===== src/rtl/piso_tx_pkg.sv =====
// Shared types and line levels for the parallel-in/serial-out transmitter.
//   tx_state_t : frame sequencing states
//   LINE_IDLE  : level driven while no frame is in progress
//   START_BIT  : level of the framing start bit
//   STOP_BIT   : level of the framing stop bit
package piso_tx_pkg;

    typedef enum logic [1:0] {
        IDLE  = 2'd0,
        START = 2'd1,
        DATA  = 2'd2,
        STOP  = 2'd3
    } tx_state_t;

    localparam logic LINE_IDLE = 1'b1;
    localparam logic START_BIT = 1'b0;
    localparam logic STOP_BIT  = 1'b1;

endpackage


===== src/rtl/piso_serial_tx_bit_timer.sv =====
// Bit-period timer for the serial transmitter.
// Counts 0..CLKS_PER_BIT-1 and flags the last cycle of every bit period.
//   i_clk   : system clock
//   i_rst_n : asynchronous active-low reset
//   i_clear : hold the count at zero (used while the line is idle)
//   o_tick  : high on the final cycle of the current bit period
module bit_timer #(
    parameter int CLKS_PER_BIT = 4
) (
    input  logic i_clk,
    input  logic i_rst_n,
    input  logic i_clear,
    output logic o_tick
);

    localparam int TW = (CLKS_PER_BIT > 1) ? $clog2(CLKS_PER_BIT) : 1;
    localparam logic [TW-1:0] LAST_TICK = TW'(CLKS_PER_BIT - 1);

    logic [TW-1:0] tick_cnt;

    always_ff @(posedge i_clk or negedge i_rst_n) begin
        if (!i_rst_n) begin
            tick_cnt <= '0;
        end else if (i_clear || tick_cnt == LAST_TICK) begin
            tick_cnt <= '0;
        end else begin
            tick_cnt <= tick_cnt + TW'(1);
        end
    end

    // With CLKS_PER_BIT=1 the count is stuck at 0 and every cycle ticks.
    assign o_tick = (tick_cnt == LAST_TICK);

endmodule


===== src/rtl/piso_serial_tx.sv =====
// Parallel-in/serial-out transmitter. Accepts one word per valid/ready
// handshake and sends it as start bit, DATA_W data bits LSB first, stop bit,
// each bit held CLKS_PER_BIT cycles. The line idles high.
//   i_clk   : system clock
//   i_rst_n : asynchronous active-low reset
//   i_data  : parallel word, sampled only on an accepted handshake
//   i_valid : sender has a word on i_data
//   o_ready : a word can be accepted this cycle
//   o_tx    : serial line
//   o_busy  : frame in progress
//   o_done  : pulse on the final cycle of the stop bit
//
// state | meaning
// IDLE  | line high, waiting for i_valid
// START | driving the start bit
// DATA  | driving shift_reg[0], shifting at each bit boundary
// STOP  | driving the stop bit, o_done on its last cycle
module piso_serial_tx
    import piso_tx_pkg::*;
#(
    parameter int DATA_W       = 8,
    parameter int CLKS_PER_BIT = 4
) (
    input  logic              i_clk,
    input  logic              i_rst_n,
    input  logic [DATA_W-1:0] i_data,
    input  logic              i_valid,
    output logic              o_ready,
    output logic              o_tx,
    output logic              o_busy,
    output logic              o_done
);

    localparam int BW = (DATA_W > 1) ? $clog2(DATA_W) : 1;
    localparam logic [BW-1:0] LAST_BIT = BW'(DATA_W - 1);

    tx_state_t         state;
    logic [DATA_W-1:0] shift_reg;
    logic [DATA_W-1:0] shift_next;
    logic [BW-1:0]     bit_cnt;
    logic              tick;

    // The timer sits at zero while idle so the start bit gets a full period
    // beginning on the cycle after acceptance.
    bit_timer #(
        .CLKS_PER_BIT(CLKS_PER_BIT)
    ) u_bit_timer (
        .i_clk  (i_clk),
        .i_rst_n(i_rst_n),
        .i_clear(state == IDLE),
        .o_tick (tick)
    );

    assign shift_next = shift_reg >> 1;

    // o_tx is registered one cycle ahead: each transition loads the level the
    // line must carry in the state being entered.
    always_ff @(posedge i_clk or negedge i_rst_n) begin
        if (!i_rst_n) begin
            state     <= IDLE;
            shift_reg <= '0;
            bit_cnt   <= '0;
            o_tx      <= LINE_IDLE;
            o_ready   <= 1'b1;
            o_busy    <= 1'b0;
        end else begin
            case (state)
                IDLE: begin
                    if (i_valid) begin
                        shift_reg <= i_data;
                        state     <= START;
                        o_tx      <= START_BIT;
                        o_ready   <= 1'b0;
                        o_busy    <= 1'b1;
                    end
                end
                START: begin
                    if (tick) begin
                        state   <= DATA;
                        bit_cnt <= '0;
                        o_tx    <= shift_reg[0];
                    end
                end
                DATA: begin
                    if (tick) begin
                        if (bit_cnt == LAST_BIT) begin
                            state <= STOP;
                            o_tx  <= STOP_BIT;
                        end else begin
                            shift_reg <= shift_next;
                            bit_cnt   <= bit_cnt + BW'(1);
                            o_tx      <= shift_next[0];
                        end
                    end
                end
                STOP: begin
                    if (tick) begin
                        state   <= IDLE;
                        o_tx    <= LINE_IDLE;
                        o_ready <= 1'b1;
                        o_busy  <= 1'b0;
                    end
                end
                default: begin
                    state   <= IDLE;
                    o_tx    <= LINE_IDLE;
                    o_ready <= 1'b1;
                    o_busy  <= 1'b0;
                end
            endcase
        end
    end

    // Decoded purely from registered state and the timer count, so it does
    // not depend on any input.
    assign o_done = (state == STOP) && tick;

endmodule


===== config.mk =====
export PLATFORM = sky130hd
export DESIGN_NAME = piso_serial_tx
export DESIGN_NICKNAME = d
export VERILOG_FILES = /design/src/rtl/piso_tx_pkg.sv /design/src/rtl/piso_serial_tx_bit_timer.sv /design/src/rtl/piso_serial_tx.sv
export SDC_FILE = /design/constraint.sdc
export NUM_CORES = 1
export LEC_CHECK = 0
export BUFFER_PORTS_ARGS = -buffer_cell sky130_fd_sc_hd__buf_4
export CORE_MARGIN = 4
export CORE_UTILIZATION = 50
export DETAILED_ROUTE_END_ITERATION = 6
export PLACE_DENSITY = 0.71
export SKIP_CTS_REPAIR_TIMING = 1
export SLEW_MARGIN = 20
export SYNTH_ARGS = -nofsm -noshare
export SYNTH_HDL_FRONTEND = slang
export SYNTH_HIERARCHICAL = 1
export SYNTH_SLANG_ARGS = --single-unit

===== constraint.sdc =====
create_clock -name i_clk -period 3 [get_ports i_clk]
set_input_delay 0.15 -clock i_clk [delete_from_list [all_inputs] [get_ports i_clk]]
set_output_delay 0.15 -clock i_clk [all_outputs]
set_load 0.02 [all_outputs]

======== Yosys cells after proc, flatten, opt, wreduce, memory -nomap -nowiden ========
Cells that the tools add are included.
word-level totals
  flip-flop bits (word level) ............. 18
  input bits .............................. 11
  output and inout bits ................... 4
  logic and storage cells ................. 56
cells by class
  add/sub/neg operators ................... 2
  eq/ne operators ......................... 11
  multiplexer cells ....................... 25
  reduce and logical (&&, ||, !) cells .... 11
operators by type and width
  operator             count
  $mux 8               3
  $pmux 8 s2           1
  $mux 2               6
  $ne 2x2->1 const B   6
  $reduce_and 4->1     3
  $mux 3               3
  $pmux 2 s4           1
  $mux 1               7
  $eq 2x2->1 const B   3
  $pmux 3 s2           1
  $reduce_bool 2->1    3
  $reduce_and 5->1     1
  $pmux 1 s2           2
  $pmux 1 s4           1
  $add 3x1->3 const B  1
  $eq 3x3->1 const B   1
  $reduce_and 3->1     1
  $add 2x1->2 const B  1
  $eq 2x1->1 const B   1
  $logic_not 2->1      1
  $logic_and 1x1->1    1
  $logic_or 1x1->1     1

======== Logic depth before layout (Yosys ltp) ========
  word-level depth ........................ 4
  mapped depth ............................ 7
  mapped depth without buffers ............ 5

======== Modules after synthesis ========
Netlist, hierarchy kept.
by module, submodules not included
  module          times used  cells an instance  area each (um^2)  sequential area each (um^2)
  piso_serial_tx  1           77                 922.1             402.9
  bit_timer       1           5                  85.1              50.0

======== Worst setup path before layout ========
No wires, ideal clock.
  path kind ............................... register to register
  start ................................... reg bit_cnt[0]
  end ..................................... reg shift_reg[0]
  library setup time ...................... 0.125 ns
  arrival ................................. 1.592 ns
  data required time ...................... 2.875 ns
  path slack .............................. 1.283 ns
  stages on the path, launching flop included .. 6
  path buffers ............................ 0
  clock period less this slack ............ 1.717 ns
  path through ............................ dfrtp_1 -> ha_1 -> ha_1 -> nand3b_2 -> a21boi_4 -> mux2_2
on the way
  longest elaborated chain between the ends .. 3
RTL lines
  element                            line                  text
  start: declaration                 piso_serial_tx.sv:40  logic [BW-1:0] bit_cnt;
  start signal: assignment           piso_serial_tx.sv:91  bit_cnt <= bit_cnt + BW'(1);
  $eq 3x3->1                         piso_serial_tx.sv:86  if (bit_cnt == LAST_BIT) begin
  $ne 2x2->1 (no source line)        n/a
  $reduce_and 4->1 (no source line)  n/a
  end signal: assignment             piso_serial_tx.sv:70  shift_reg <= i_data;
  end signal: assignment             piso_serial_tx.sv:90  shift_reg <= shift_next;
  end: declaration                   piso_serial_tx.sv:38  logic [DATA_W-1:0] shift_reg;
Every way passes these cells.
A chain may end at the register's enable or synchronous reset.

======== Worst setup path in the final report ========
  start ................................... reg state[0]
  end ..................................... reg shift_reg[2]
on the way
  longest elaborated chain between the ends .. 3
  elaborated cells on any way between the ends .. 8
  classes of those cells .................. 4 x eq/ne; 1 x mux; 3 x reduce/logical
RTL lines
  element                                                                  line                  text
  start: declaration                                                       piso_serial_tx.sv:37  tx_state_t state;
  start signal: assignment                                                 piso_serial_tx.sv:60  state <= IDLE;
  start signal: assignment                                                 piso_serial_tx.sv:71  state <= START;
  start signal: assignment                                                 piso_serial_tx.sv:79  state <= DATA;
  $eq 2x2->1 / $logic_not 2->1 (equally long branches)                     piso_serial_tx.sv:67  case (state)
  $ne 2x2->1 (no source line) / $reduce_bool 2->1 (equally long branches)  n/a
  $reduce_and 4->1 (no source line)                                        n/a
Several ways; a longest one is shown, not always the timed one.

==> flow_summary.yaml <==
synthesis:
  synthesis.nets: 101
  ys.flop_type: "dfrtp_1"
  synth.ff_latch_count: 18
  synth.avg_cell_area_sq_um: 12.28
  synth.area.top_cells: "dfrtp_1 40%, mux2_2 19%, ha_1 9.9%"
  synth.largest_area_cell: "dfrtp_1"
  ys_seq_area_share_pct: 44.97
  synthTopCellsByCount: "17 x mux2_2, 16 x dfrtp_1, 8 x ha_1"
  synthArstFlopShare_pct: 100.0
  synth_edf_count: 0
  yosysUniqueCellTypes: 24
  synth_cells: 82
  yosys_warnings: 6
  yosysMostFrequentCell: "mux2_2"
  syn_area_sq_um: 1007
  synth_top_area_share_pct: 39.75
pwr:
  peakVddDrop_uv: 548.9
  power.leakage_nw: 0.5307
  power.density_nw_per_um2: 1037
critical_path:
  r2r_cells: 5
  crit_fanout: 16
  crit_type: "reg -> reg"
  cp-end-kind: "flop"
  path_cells: "inv_1 -> ha_1 -> nand3b_2 -> a21boi_4 -> mux2_2"
  max_stage_delay_ns: 0.52
  worstPathArrival_ns: 2.20
  slowest_stage: "ha_1"
  startpoint_type: "flop"
  worstPathRequired_ns: 3.18
sta:
  period_share_pct: 67.57
  finalSetupViolations: 0
  maxSlewHeadroom_pct: 62.64
  maxSlewViolCount: 0
  clock_skew_ns: 0.006900
  fmax_ghz: 0.4933
  rsz0062_at_grt: "no"
  worst_pin_slew_ns: 0.5604
  holdWs_ns: 0.1198
  fin_crit_ns: 2.027
  hold_viol: 0
  tns_ns: 0
clock_tree:
  clock-sinks: 18
  clock_path_buffers: 2
  htree_levels: 1
  cts_root_buf: "clkbuf_4"
  cts_buffers: 3
  cts_tree: "built"
  clk_pin_slew_worst_paths_ns: 0.10
  clkLatencyLatePin_ns: 0.29
routing:
  final_antenna_net_count: 0
  dr_total_vias: 664
  drc: 0
  drt-total-wl_um: 1709
  vias_per_cell: 5.355
  detail_route.first_pass.iterations: 4
  post_drt_wl_per_cell_um: 13.78
  first_iter_violations: 8
final_layout:
  layout.nets: 119
  drive_gt1_share_pct: 43.43
  final_cells: 124
  largest_reg_flops: 8
  area_growth_pct: 15.90
  n_antenna_cell: 0
  n_fill_cell: 151
  final_cell_area_sq_um: 1167
grt:
  use_met1_pct: 20.18
  grt_busiest_layer: "met2"
  grt_pass1_vias: 704
  grt_overflow: 0
  track_usage_pct: 15.63
  use_met2_pct: 25.00
  grt.met3_usage_pct: 3.662
  antenna_found_initial: 0
  grt_max_degree: 19
  grt_pass1_wl_um: 3139
min_path:
  hold_depth: 3
  hold_class: "in -> reg"
die:
  io_pins: 15
  initial_core_util_pct: 55.33
  core_sq_um: 1821
  die-area_sq_um: 2796
  chipWidth_um: 52.88
  rows: 15
  die_height_um: 52.88
outcome:
  status: "finished clean"
placed_design:
  placed_cell_area_sq_um: 1121
  dp_hpwl_um: 1315
  dpl.cell_count: 119
  port_buffers: 14
  place_congestion: 0.6639
job:
  drv_cap: 0
cell type report:
type	count	area (sq um)	area share, %
multi-input combinational	57	513.0	43.94
sequential	18	452.9	38.80
timing repair buffer	15	115.1	9.861
clock buffer	4	36.28	3.108
tap	25	31.28	2.680
inverter	5	18.77	1.608
critical path: cells and delay by family (launching register included):
kind	cells	cell delay, ns
AOI/OAI and AO/OA	1	0.32
adders and majority gates	1	0.52
buffers and inverters	1	0.11
DFF	1	0.42
muxes	1	0.37
and+or+nand+nor	1	0.17
final timing paths:
check	startpoint	endpoint	slack, ns
max	state[0]	shift_reg[2]	0.97
min in group asynchronous	i_rst_n	u_bit_timer/tick_cnt[0]	0.25
max in group asynchronous	i_rst_n	o_tx	2.49
max reg2reg	state[0]	shift_reg[2]	0.97
min	i_data[7]	shift_reg[7]	0.12
min reg2reg	u_bit_timer/tick_cnt[0]	u_bit_timer/tick_cnt[0]	0.47
where the power goes:
group          internal (W)  switching (W)
logic              0.000338       0.000297
clock network     0.0000739      0.0000720
registers          0.000363      0.0000671
stage by stage:
step | setup WS [ns] | util [%] | total power (W)
after global placement | 1.029 | 61.58 | 0.001043
after CTS | 0.9454 | 63.57 | 0.001225
after floorplan | 1.283 | - | 0.0009501
final | 0.9729 | 64.12 | 0.001211
after global routing | 0.7686 | 64.12 | 0.001334
after detailed placement | 0.9608 | 61.58 | 0.001075
cells in the final DEF (no fill, tap or decap), types with 2 or more instances in the layout:
| cell type | n |
|---|---|
| mux2_2 | 17 |
| nand2b_1 | 2 |
| clkbuf_4 | 3 |
| nand2_1 | 4 |
| ha_1 | 8 |
| a22oi_1 | 2 |
| dfstp_2 | 2 |
| buf_4 | 14 |
| nor3_2 | 2 |
| a21oi_1 | 5 |
| o21ai_0 | 5 |
| dfrtp_1 | 16 |
| inv_1 | 5 |
logic make-up after synthesis:
logic type,count (synthesis),share of synthesized area (%)
fa+ha+maj,8,9.938
mux,17,19.01
buf+inv,7,4.099
flops,18,44.97
simple gates,14,9.317
compound gates,18,12.67
metal layers:
metal | share of wire (%) | up-vias
met5 | 0 | -
met1 | 47 | 323
met3 | 3.8 | 4
met2 | 48 | 13
li1 | - | 324
met4 | 1.7 | 0
No activity file was read; power rests on OpenSTA's default activity.
